**config.mk**
```make
export PLATFORM = sky130hd
export DESIGN_NAME = arb_rr
export DESIGN_NICKNAME = d
export VERILOG_FILES = /design/src/rtl/arb_pkg.sv /design/src/rtl/pry2oht.sv /design/src/rtl/arb_rr.sv
export SDC_FILE = /design/constraint.sdc
export NUM_CORES = 1
export LEC_CHECK = 0
export BUFFER_PORTS_ARGS = -buffer_cell sky130_fd_sc_hd__buf_4
export CORE_ASPECT_RATIO = 1.2
export CORE_MARGIN = 4
export CORE_UTILIZATION = 60
export CTS_BUF_LIST = sky130_fd_sc_hd__clkbuf_2 sky130_fd_sc_hd__clkbuf_4 sky130_fd_sc_hd__clkbuf_8
export DETAILED_ROUTE_END_ITERATION = 6
export GPL_ROUTABILITY_DRIVEN = 0
export GPL_TIMING_DRIVEN = 0
export PLACE_DENSITY_LB_ADDON = 0.05
export SLEW_MARGIN = 20
export SYNTH_ARGS = -nofsm -noshare
export SYNTH_HDL_FRONTEND = slang
export SYNTH_SLANG_ARGS = --single-unit
```
**constraint.sdc**
```tcl
create_clock -name clk -period 3.75 [get_ports clk]
set_input_delay 0.375 -clock clk [delete_from_list [all_inputs] [get_ports clk]]
set_output_delay 0.375 -clock clk [all_outputs]
set_load 0.02 [all_outputs]
```
**src/rtl/arb_pkg.sv**
```systemverilog
// Shared arbiter definitions: FSM states and one-hot helper functions
// used by arb_rr and the other arbiters in this library.
package arb_pkg;

  // Helper functions work on a fixed maximum width; callers zero-extend
  // their vectors on the way in and truncate the result on the way out.
  localparam int unsigned ARB_MAX_W   = 64;
  localparam int unsigned ARB_MAX_LOG = 6;

  typedef enum logic {
    IDLE = 1'b0,
    BUSY = 1'b1
  } arb_state_e;

  // One-hot to binary: ORs together the indices of all set bits, which
  // is the exact index for a one-hot input and 0 for an all-zero input.
  function automatic logic [ARB_MAX_LOG-1:0] oht2bin(input logic [ARB_MAX_W-1:0] oht);
    logic [ARB_MAX_LOG-1:0] bin;
    bin = '0;
    for (int i = 0; i < ARB_MAX_W; i++) begin
      if (oht[i]) begin
        bin = bin | ARB_MAX_LOG'(i);
      end
    end
    return bin;
  endfunction

  // Bits strictly above the set bit of a one-hot vector; all-zero input
  // gives all-zero output.
  function automatic logic [ARB_MAX_W-1:0] msk_above(input logic [ARB_MAX_W-1:0] oht);
    logic [ARB_MAX_W-1:0] res;
    logic                 seen;
    res  = '0;
    seen = 1'b0;
    for (int i = 0; i < ARB_MAX_W; i++) begin
      res[i] = seen;
      seen   = seen | oht[i];
    end
    return res;
  endfunction

endpackage

```
**src/rtl/pry2oht.sv**
```systemverilog
// Priority-to-one-hot converter: keeps only the highest-priority set bit
// of req. DIRECTION "LSB" gives bit 0 top priority, "MSB" gives bit
// WIDTH-1 top priority. IMPLEMENTATION 0 is a two-level grouped search
// with SPLIT bits per group; any other value uses the borrow trick.
module pry2oht #(
  parameter int WIDTH          = 8,
  parameter int SPLIT          = 2,
  parameter int IMPLEMENTATION = 0,
  parameter     DIRECTION      = "LSB"
) (
  input  logic [WIDTH-1:0] req,
  output logic [WIDTH-1:0] oht
);

  logic [WIDTH-1:0] reqOrd;
  logic [WIDTH-1:0] ohtOrd;

  // Flip bit order for MSB priority so the core search is always LSB-first.
  if (DIRECTION == "MSB") begin : g_rev
    for (genvar k = 0; k < WIDTH; k++) begin : g_bit
      assign reqOrd[k] = req[WIDTH-1-k];
      assign oht[k]    = ohtOrd[WIDTH-1-k];
    end
  end else begin : g_fwd
    assign reqOrd = req;
    assign oht    = ohtOrd;
  end

  if (IMPLEMENTATION == 0) begin : g_tree
    localparam int NGRP = (WIDTH + SPLIT - 1) / SPLIT;

    logic [NGRP-1:0] grpAny;
    logic [NGRP-1:0] grpSel;
    logic            grpFound;
    logic            bitFound;

    // First find the lowest group with any request, then the lowest bit in it.
    always_comb begin
      grpAny = '0;
      for (int i = 0; i < WIDTH; i++) begin
        grpAny[i/SPLIT] = grpAny[i/SPLIT] | reqOrd[i];
      end
      grpSel   = '0;
      grpFound = 1'b0;
      for (int g = 0; g < NGRP; g++) begin
        if (!grpFound && grpAny[g]) begin
          grpSel[g] = 1'b1;
          grpFound  = 1'b1;
        end
      end
      ohtOrd   = '0;
      bitFound = 1'b0;
      for (int i = 0; i < WIDTH; i++) begin
        if (!bitFound && grpSel[i/SPLIT] && reqOrd[i]) begin
          ohtOrd[i] = 1'b1;
          bitFound  = 1'b1;
        end
      end
    end
  end else begin : g_arith
    // x & -x isolates the lowest set bit.
    assign ohtOrd = reqOrd & (~reqOrd + WIDTH'(1));
  end

endmodule

```
**src/rtl/arb_rr.sv**
```systemverilog
// Registered round-robin arbiter. A rotating mask makes the search start
// just above the last served requester; the winner is presented as a
// one-hot grant plus binary index on a valid/ready handshake.
module arb_rr
  import arb_pkg::*;
#(
  parameter  int WIDTH          = 8,
  parameter  int SPLIT          = 2,
  parameter  int IMPLEMENTATION = 0,
  localparam int WIDTH_LOG      = (WIDTH > 1) ? $clog2(WIDTH) : 1
) (
  input  logic                 clk,
  input  logic                 rst_n,
  input  logic [WIDTH-1:0]     req,
  input  logic                 lck,
  output logic [WIDTH-1:0]     gnt,
  output logic [WIDTH_LOG-1:0] idx,
  output logic                 vld,
  input  logic                 rdy
);

  arb_state_e           state_q;
  logic [WIDTH-1:0]     msk_q;
  logic [WIDTH-1:0]     gnt_q;
  logic [WIDTH_LOG-1:0] idx_q;
  logic                 vld_q;

  logic [WIDTH-1:0]     mskAboveGnt;
  logic [WIDTH-1:0]     arbMsk;
  logic [WIDTH-1:0]     mreq;
  logic [WIDTH-1:0]     winMsk;
  logic [WIDTH-1:0]     winAll;
  logic [WIDTH-1:0]     win;
  logic [WIDTH_LOG-1:0] winIdx;

  // While busy, the only arbitration that matters happens on a transfer,
  // and it must already use the mask for the grant being released.
  assign mskAboveGnt = WIDTH'(msk_above(ARB_MAX_W'(gnt_q)));
  assign arbMsk      = (state_q == BUSY) ? mskAboveGnt : msk_q;
  assign mreq        = req & arbMsk;

  pry2oht #(
    .WIDTH          (WIDTH),
    .SPLIT          (SPLIT),
    .IMPLEMENTATION (IMPLEMENTATION),
    .DIRECTION      ("LSB")
  ) u_pry_msk (
    .req (mreq),
    .oht (winMsk)
  );

  pry2oht #(
    .WIDTH          (WIDTH),
    .SPLIT          (SPLIT),
    .IMPLEMENTATION (IMPLEMENTATION),
    .DIRECTION      ("LSB")
  ) u_pry_all (
    .req (req),
    .oht (winAll)
  );

  // Nothing left above the mask: wrap around to the lowest active requester.
  assign win    = (|mreq) ? winMsk : winAll;
  assign winIdx = WIDTH_LOG'(oht2bin(ARB_MAX_W'(win)));

  // Grant FSM: load a winner from IDLE, hold it until a transfer, then
  // either keep it (locked) or rotate the mask and re-arbitrate at once.
  always_ff @(posedge clk) begin
    if (!rst_n) begin
      state_q <= IDLE;
      msk_q   <= '1;
      gnt_q   <= '0;
      idx_q   <= '0;
      vld_q   <= 1'b0;
    end else begin
      case (state_q)
        IDLE: begin
          if (|req) begin
            gnt_q   <= win;
            idx_q   <= winIdx;
            vld_q   <= 1'b1;
            state_q <= BUSY;
          end
        end
        BUSY: begin
          if (rdy && !lck) begin
            msk_q <= mskAboveGnt;
            if (|req) begin
              gnt_q <= win;
              idx_q <= winIdx;
            end else begin
              gnt_q   <= '0;
              idx_q   <= '0;
              vld_q   <= 1'b0;
              state_q <= IDLE;
            end
          end
        end
        default: begin
          state_q <= IDLE;
          gnt_q   <= '0;
          idx_q   <= '0;
          vld_q   <= 1'b0;
        end
      endcase
    end
  end

  assign gnt = gnt_q;
  assign idx = idx_q;
  assign vld = vld_q;

endmodule

```
=== After elaboration in Yosys (flattened, before gate mapping) ===
Index checks and enable logic that the tools add are counted.

* Mux-type cells: 64
* Bitwise operators: 16
* Equality and inequality tests: 3
* Reduce and logical (&&, ||, !) cells: 63

{| class="wikitable"
|+ Operators by type and width
! kind !! number
|-
| 2-to-1 mux 1 bit || 46
|-
| 2-to-1 mux 8 bit || 5
|-
| logical AND 1 bit || 37
|-
| zero test 1 bit || 21
|-
| 2-to-1 mux 3 bit || 7
|-
| case mux 8 bit (2 select lines) || 1
|-
| OR reduction 8 bit || 2
|-
| bitwise OR 1 bit || 14
|-
| bitwise AND 8 bit || 1
|-
| case mux 3 bit (2 select lines) || 1
|-
| 2-to-1 mux 2 bit || 2
|-
| != test 2 bit (second input constant) || 2
|-
| case mux 1 bit (2 select lines) || 2
|-
| AND reduction 2 bit || 2
|-
| AND reduction 3 bit || 1
|-
| != test 2 x 1 -> 1 bit (second input constant) || 1
|-
| inverter 1 bit || 1
|}

* Bits of input ports: 12
* Logic and storage cells: 151
* Bits in registers: 21
* Output and inout port bits: 12

=== Longest topological paths before layout ===
Gate-level depths: netlist of run 1.

* Depth after elaboration: 51
* Depth in mapped cells: 8
* Depth with buffers taken out: 5

=== Hierarchy ===
From an unflattened synthesis of run 1, not the netlist that was laid out.

* Cells, all modules: 181
* Area, all modules: 1477.7 um2

{| class="wikitable"
|+ Modules (own cells, without submodules)
! module !! times used !! cells each !! area an instance (um2) !! sequential area each (um2)
|-
| arb_rr || 1 || 159 || 1277.5 || 420.4
|-
| pry2oht || 2 || 11 || 100.1 || 0.0
|}

=== Worst setup path before layout of run 1 ===
No wires, ideal clock.

* Path type: register -> register
* Start: reg gnt_q[1], in the netlist gnt[1]
* End: reg idx_q[0], in the netlist idx[0]
* Path slack: 1.823 ns
* Required time: 3.609 ns
* Buffers on the path: 0
* Library setup time: 0.141 ns
* Arrival: 1.786 ns
* Clock period less this slack: 1.927 ns
* Stages on the path, launching flop included: 6
* Path through: dfxtp_1 -> or4b_4 -> o2bb2ai_2 -> or3b_1 -> o221ai_2 -> a41oi_1

* Word-level cells in the longest chain between the ends: 35
* Elaborated cells on any way between the ends: 59
* Classes of those cells: mux: 26; bitwise: 10; reduce/logical: 23

{| class="wikitable"
|+ RTL lines
! element !! line !! source
|-
| start: declaration || arb_rr.sv:24 || <nowiki>logic [WIDTH-1:0] gnt_q;</nowiki>
|-
| start signal: assignment || arb_rr.sv:79 || <nowiki>gnt_q <= win;</nowiki>
|-
| start signal: assignment || arb_rr.sv:89 || <nowiki>gnt_q <= win;</nowiki>
|-
| bitwise OR 1 bit * || arb_pkg.sv:37 || <nowiki>seen = seen | oht[i];</nowiki>
|-
| bitwise OR 1 bit || arb_pkg.sv:37 ||
|-
| 2-to-1 mux 8 bit * || arb_rr.sv:39 || <nowiki>assign arbMsk = (state_q == BUSY) ? mskAboveGnt : msk_q;</nowiki>
|-
| bitwise AND 8 bit * || arb_rr.sv:40 || <nowiki>assign mreq = req & arbMsk;</nowiki>
|-
| bitwise OR 1 bit || pry2oht.sv:41 || <nowiki>grpAny[i/SPLIT] = grpAny[i/SPLIT] | reqOrd[i];</nowiki>
|-
| logical AND 1 bit || pry2oht.sv:46 || <nowiki>if (!grpFound && grpAny[g]) begin</nowiki>
|-
| 2-to-1 mux 1 bit || pry2oht.sv:46 ||
|-
| logical AND 1 bit (2 in series) || pry2oht.sv:54 || <nowiki>if (!bitFound && grpSel[i/SPLIT] && reqOrd[i]) begin</nowiki>
|-
| [17 not listed] || -- ||
|-
| zero test 1 bit || pry2oht.sv:54 ||
|-
| logical AND 1 bit (2 in series) || pry2oht.sv:54 ||
|-
| 2-to-1 mux 1 bit || pry2oht.sv:54 ||
|-
| 2-to-1 mux 8 bit * || arb_rr.sv:63 || <nowiki>assign win = (|mreq) ? winMsk : winAll;</nowiki>
|-
| 2-to-1 mux 3 bit * || arb_pkg.sv:21 || <nowiki>if (oht[i]) begin</nowiki>
|-
| 2-to-1 mux 3 bit || arb_rr.sv:88 || <nowiki>if (|req) begin</nowiki>
|-
| 2-to-1 mux 3 bit || arb_rr.sv:86 || <nowiki>if (rdy && !lck) begin</nowiki>
|-
| case mux 3 bit (2 select lines) * || arb_rr.sv:76 || <nowiki>case (state_q)</nowiki>
|-
| end signal: assignment || arb_rr.sv:80 || <nowiki>idx_q <= winIdx;</nowiki>
|-
| end signal: assignment || arb_rr.sv:90 || <nowiki>idx_q <= winIdx;</nowiki>
|-
| end: declaration || arb_rr.sv:25 || <nowiki>logic [WIDTH_LOG-1:0] idx_q;</nowiki>
|}

Mark *: on every way between the ends. The rest lies on a longest branch, timed or not. The select of a mux whose other input is x is not followed.
A chain may end at the register's enable or synchronous reset.

=== Worst setup path in the final report of run 1 ===
* Start: reg gnt_q[0], in the netlist gnt[0]
* End: reg idx_q[1], in the netlist idx[1]

* Word-level cells in the longest chain between the ends: 39
* Elaborated cells on any way between the ends: 69
* Classes of those cells: mux: 29; bitwise: 11; reduce/logical: 29

{| class="wikitable"
|+ RTL lines
! element !! line
|-
| 2-to-1 mux 8 bit * || arb_rr.sv:39
|-
| bitwise AND 8 bit * || arb_rr.sv:40
|-
| bitwise OR 1 bit || pry2oht.sv:41
|-
| 2-to-1 mux 1 bit || pry2oht.sv:46
|-
| logical AND 1 bit || pry2oht.sv:54
|-
| 2-to-1 mux 1 bit || pry2oht.sv:54
|-
| zero test 1 bit || pry2oht.sv:54
|-
| logical AND 1 bit (2 in series) || pry2oht.sv:54
|-
| [21 not listed] || --
|-
| zero test 1 bit || pry2oht.sv:54
|-
| logical AND 1 bit (2 in series) || pry2oht.sv:54
|-
| 2-to-1 mux 1 bit || pry2oht.sv:54
|-
| 2-to-1 mux 8 bit * || arb_rr.sv:63
|-
| 2-to-1 mux 3 bit * || arb_pkg.sv:21
|-
| 2-to-1 mux 3 bit || arb_rr.sv:88
|-
| 2-to-1 mux 3 bit || arb_rr.sv:86
|-
| case mux 3 bit (2 select lines) * || arb_rr.sv:76
|}

Marks and branches as above.

==> results.json, run 1 <==
{
  "status": "finished, final reports clean",
  "grt-ovfl-total": 0,
  "wire_per_inst_um": 15.0,
  "hold_start": "rst_n",
  "ys_seq_area_share_pct": 34.1,
  "layout.cells.non_filler": 201,
  "grt_usage_pct": 23.2,
  "min_period_over_period_pct": 58.8,
  "clock_path_buffers": 2,
  "holdPathEnd": "msk_q[0]",
  "crit_buf_inv": 1,
  "n_antenna_cell": 0,
  "cts_max_level": 1,
  "routed_wirelength_um": 3030,
  "rr_worst_depth": 6,
  "antenna_found_initial": 0,
  "final.setup.tns_ps": 0,
  "clk_latency_ps": 310,
  "hp-class": "in -> reg",
  "regArea_um2": 420,
  "grt_pass1_vias": 1164,
  "cts_tree": "yes",
  "ios": 24,
  "async_reset_ff_share_pct": 0,
  "placed_area_um2": 1410,
  "clock_sinks": 21,
  "multiInputGateArea_um2": 747,
  "setup_viol": 0,
  "grt_max_degree": 12,
  "synth_top_area_share_pct": 34.1,
  "dr_total_vias": 1246,
  "min_path_cells": 2,
  "crit_slowest_cell": "nor4_4",
  "utilization_pct": 76.2,
  "cts_hold_buf": 0,
  "r2r_setup_slack_ps": 1540,
  "final.setup_skew_ps": 9.21,
  "final_nets": 195,
  "io_buffers": 21,
  "slew_violations": 0,
  "die_area_um2": 2840,
  "worst_pin_slew_ps": 814,
  "drc_errors": 0,
  "cts-buffers-inserted": 3,
  "finalCriticalPeriod_ps": 2210,
  "synth-seq-cells": 21,
  "timing.rr.end": "idx[1]",
  "cts.repair.resized": 0,
  "ir_drop_mv": 0.288,
  "die_x_um": 49.4,
  "rr_startpoint": "gnt[0]",
  "cap_violations": 0,
  "dp_hpwl_um": 2440,
  "syn_nets": 169,
  "synthesis.yosys.warnings": 0,
  "postCtsSetupBuffers": 0,
  "first_pass_iters": 4,
  "area_growth_pct": 17.2,
  "path_cells": "buf_6 -> nor4_4 -> a32oi_1 -> nor4b_1 -> a21oi_1 -> a41oi_1",
  "crit_required_ps": 3990,
  "rsz0062_at_grt": "false",
  "critPathLaunchType": "flop",
  "max_freq_mhz": 453,
  "dp_cells": 197,
  "drive_above_1_share_pct": 22.0,
  "p_per_area_nw_per_um2": 355,
  "ys_types": 42,
  "fillerInstances": 152,
  "synth-main-ff-cell": "dfxtp_1",
  "syn-mean-instance-area_um2": 7.84,
  "die_y_um": 57.6,
  "setup.worst_path.end_class": "flop",
  "path_delay_family": "simple AND/OR/NAND/NOR gates",
  "viasPerCell": 6.20,
  "first_iter_violations": 76,
  "max_stage_delay_ps": 500,
  "cp.arrival_ps": 2450,
  "cts-root-buf": "clkbuf_4",
  "core.rowCount": 17,
  "crit_fanout": 8,
  "drtAntennaViolNets": 0,
  "relSlewSlack_pct": 45.2,
  "synth_edf_count": 0,
  "grt_pass1_wl_um": 5260,
  "syn_inst": 157,
  "final_area_um2": 1440,
  "yosys.area.top_type": "dfxtp_1",
  "synth_area_leaders": "dfxtp_1 34%, nand2_1 9.1%, a21oi_1 4.9%, o21ai_0 4.1%, nor2_1 4.0%",
  "hold_viol": 0,
  "leakagePower_uw": 0.000561,
  "initial_core_util_pct": 65.0,
  "core-area_um2": 1890,
  "synth_area_um2": 1230,
  "path_clk_slew_ps": 120,
  "path_class": "reg -> reg"
}
==> metrics by stage <==
step / worst slack [ps] / power (uW) / hold slack, ps
finish: 1540 / 512 / 360
global route: 1380 / 537 / 398
CTS: 1550 / 508 / 375
detailed placement: 1550 / 394 / 471
global placement: 1540 / 389 / 459
floorplan: 1820 / 348 / 445
==> worst reg2reg max path: stages (launching register included) <==
cell	delay (ps)
dfxtp_1	340
buf_6	140
nor4_4	500
a32oi_1	370
nor4b_1	430
a21oi_1	150
a41oi_1	200
==> sequential cells by signal, summed over array words and instances (netlist names) <==
name / count
idx: 3
state_q: 1
msk_q: 8
gnt: 8
vld: 1
==> layout make-up <==
type                            instances  share of cell area, %
Sequential cell                        21                   29.1
Tap cell                               19                   1.65
Inverter                                4                   1.04
Timing Repair Buffer                   21                   10.9
Multi-Input combinational cell        123                   51.8
Clock buffer                            4                   2.08
Buffer                                  9                   3.38
==> cells by family (layout without fill, tap and decap cells) <==
| kind of cell | count (synthesis) | count (layout) | share of synthesized area [%] |
|---|---|---|---|
| AO/OA/AOI/OAI | 48 | 48 | 27.2 |
| buffers and inverters | 13 | 38 | 5.18 |
| AND/OR/NAND/NOR | 75 | 75 | 33.4 |
| flip-flops | 21 | 21 | 34.1 |
==> how the worst max path moves through the flow <==
| stage | startpoint | endpoint | slack [ps] | depth (start not counted) |
|---|---|---|---|---|
| after floorplan | gnt[1] | idx[0] | 1820 | 5 |
| after global placement | req[0] | idx[1] | 1540 | 6 |
| after detailed placement | req[0] | idx[1] | 1550 | 6 |
| after global routing | gnt[0] | idx[1] | 1380 | 6 |
| final | gnt[0] | idx[1] | 1540 | 6 |
| after CTS | gnt[0] | idx[1] | 1550 | 6 |
==> metal layers <==
metal | share of wire [%] | GRT usage [%] | vias up
met4 | 2.0 | 7.72 | 0
met1 | 41 | 27.5 | 552
li1 | - | - | 629
met5 | 0 | 0 | -
met2 | 51 | 42.1 | 55
met3 | 6.2 | 3.86 | 10
==> cell usage after synthesis (3+ instances only) <==
master,count
buf_2,3
o21ai_0,10
a21oi_1,12
nand3_1,5
nor4_1,5
a22oi_1,6
nor2_1,13
clkbuf_1,4
dfxtp_1,21
and2_1,3
nand2_1,30
o211ai_1,5
inv_1,4
a41oi_1,4
==> cells in the final DEF, fill, tap and decap left out, types with 5 or more instances in the layout <==
master     n
a21oi_1   12
a22oi_1    6
buf_4     22
dfxtp_1   21
nand2_1   30
nand3_1    5
nor2_1    13
nor4_1     5
o211ai_1   5
o21ai_0   10
==> power by group <==
group / switching (uW) / internal, uW / total [uW]
clock network: 71.7 / 48.8 / 121
registers: 11.5 / 237 / 249
logic: 83.7 / 58.8 / 142
total: 167 / 345 / 512
Power figures use the tool's default switching activity.
==> run 2: changes to the inputs <==
CORE_UTILIZATION = 56   (was 60)
clock period = 2.3 ns   (was 3.75 ns; I/O delays follow)
==> run 2 against run 1 <==
  * Worst hold slack got worse by 150 ps
  * Setup slack got worse by 1300 ps
  * Die area increased by 6.1%
  * Maximum frequency increased by 7.4%
  * Global-route usage increased by 0.22 points
  * Critical endpoint is now idx[0]
  * Largest power group unchanged
  * Highest routed layer unchanged
==> results.json, run 2 (synthesized netlist as in run 1, its figures left out) <==
{
  "status": "finished, final reports clean",
  "initial_core_util_pct": 59.4,
  "min_period_over_period_pct": 89.3,
  "clock_path_buffers": 2,
  "max_stage_delay_ps": 540,
  "final_cell_mix": "30 x nand2_1, 23 x buf_4, 21 x dfxtp_1",
  "grt_max_degree": 12,
  "setup_viol": 0,
  "first_pass_iters": 4,
  "p_per_area_nw_per_um2": 573,
  "grt_pass1_wl_um": 5420,
  "cts_tree": "yes",
  "hold_viol": 0,
  "clk_latency_ps": 310,
  "crit_fanout": 8,
  "drtAntennaViolNets": 0,
  "slew_violations": 0,
  "area_growth_pct": 19.1,
  "cp.arrival_ps": 2250,
  "setup.worst_path.end_class": "flop",
  "ir_drop_mv": 0.471,
  "viasPerCell": 6.03,
  "cts-root-buf": "clkbuf_4",
  "cts_max_level": 1,
  "core-area_um2": 2070,
  "cts_hold_buf": 0,
  "hp-class": "in -> reg",
  "die_y_um": 59.4,
  "clock_sinks": 21,
  "io_buffers": 21,
  "final_area_um2": 1470,
  "relSlewSlack_pct": 43.4,
  "final.setup_skew_ps": 4.79,
  "grt-ovfl-total": 0,
  "dr_total_vias": 1284,
  "crit_slowest_cell": "or4b_4",
  "routed_wirelength_um": 3140,
  "antenna_found_initial": 0,
  "first_iter_violations": 68,
  "critPathLaunchType": "flop",
  "crit_required_ps": 2490,
  "final_nets": 196,
  "drc_errors": 0,
  "crit_buf_inv": 1,
  "layout_commonest_cell": "nand2_1",
  "path_clk_slew_ps": 120,
  "dp_hpwl_um": 2430,
  "min_path_cells": 2,
  "max_freq_mhz": 487,
  "rsz0062_at_grt": "false",
  "finalCriticalPeriod_ps": 2050,
  "final.setup.tns_ps": 0,
  "path_class": "reg -> reg",
  "grt_pass1_vias": 1246,
  "worst_pin_slew_ps": 842,
  "path_delay_family": "simple AND/OR/NAND/NOR gates",
  "cts-buffers-inserted": 3,
  "die_x_um": 50.8,
  "grt_usage_pct": 23.4,
  "placed_area_um2": 1430,
  "n_antenna_cell": 0,
  "drive_above_1_share_pct": 23.0,
  "core.rowCount": 18,
  "rr_worst_depth": 6,
  "cp.depth": 6,
  "leakagePower_uw": 0.000565,
  "cap_violations": 0,
  "wire_per_inst_um": 14.7,
  "path_cells": "buf_6 -> or4b_4 -> o2bb2ai_2 -> or3b_1 -> o221ai_2 -> a41oi_1",
  "die_area_um2": 3020,
  "ios": 24
}
-- run 2: cell types whose count changed in the layout (fill, tap and decap cells not counted), sizes merged --
| cell | before | now |
|---|---|---|
| buf | 26 | 27 |
-- run 2: repair_timing --
action                     in CTS  in global routing
resized for setup               0                  1
buffers inserted                0                  1
setup endpoints to repair       0                  4
-- run 2: final timing paths --
| kind | from | endpoint | slack (ps) |
|---|---|---|---|
| worst max-delay path | gnt[0] | idx[0] | 250 |
| worst min register to register | msk_q[0] | msk_q[0] | 480 |
| worst max register to register | gnt[0] | idx[0] | 250 |
| worst min-delay path | rst_n | msk_q[3] | 210 |
-- run 2: layer usage --
layer | GRT usage, % | routed length (um)
met1 | 27.1 | 1310
met2 | 42.5 | 1610
met3 | 3.78 | 160
met4 | 10.0 | 61
met5 | 0 | 0
-- run 2: power breakdown --
| group | total [uW] | internal, uW | switching, uW |
|---|---|---|---|
| combinational | 237 | 99.2 | 138 |
| clock | 198 | 79.7 | 118 |
| sequential | 405 | 387 | 18.9 |
| total | 840 | 565 | 275 |
-- run 2: through the flow --
| step | setup slack (ps) | util [%] | hold WS [ps] | power [uW] | cells |
|---|---|---|---|---|---|
| 6_report | 246 | 70.8 | 214 | 840 | 213 |
| 5_1_grt | 85.4 | 70.8 | 250 | 879 | 213 |
| 4_1_cts | 132 | 70.3 | 221 | 833 | 212 |
| 3_5_place_dp | 166 | 68.8 | 466 | 643 | 208 |
| 3_3_place_gp | 190 | 68.8 | 460 | 635 | 208 |
| 2_1_floorplan | 373 | - | 408 | 568 | 157 |
-- run 2: area by class of cell --
class	instances	area, um2
clock buffer	4	30.0
buffer	9	48.8
fill	177	606
tap	30	37.5
inverter	4	15.0
timing repair buffer	22	165
multi-input combinational	123	749
sequential	21	420
-- run 2: worst reg2reg max path, delay by kind of cell (launching register included) --
| family | cells | cell delay [ps] |
|---|---|---|
| AO/OA/AOI/OAI | 3 | 520 |
| buffers and inverters | 1 | 140 |
| flip-flops | 1 | 340 |
| AND/OR/NAND/NOR | 2 | 930 |
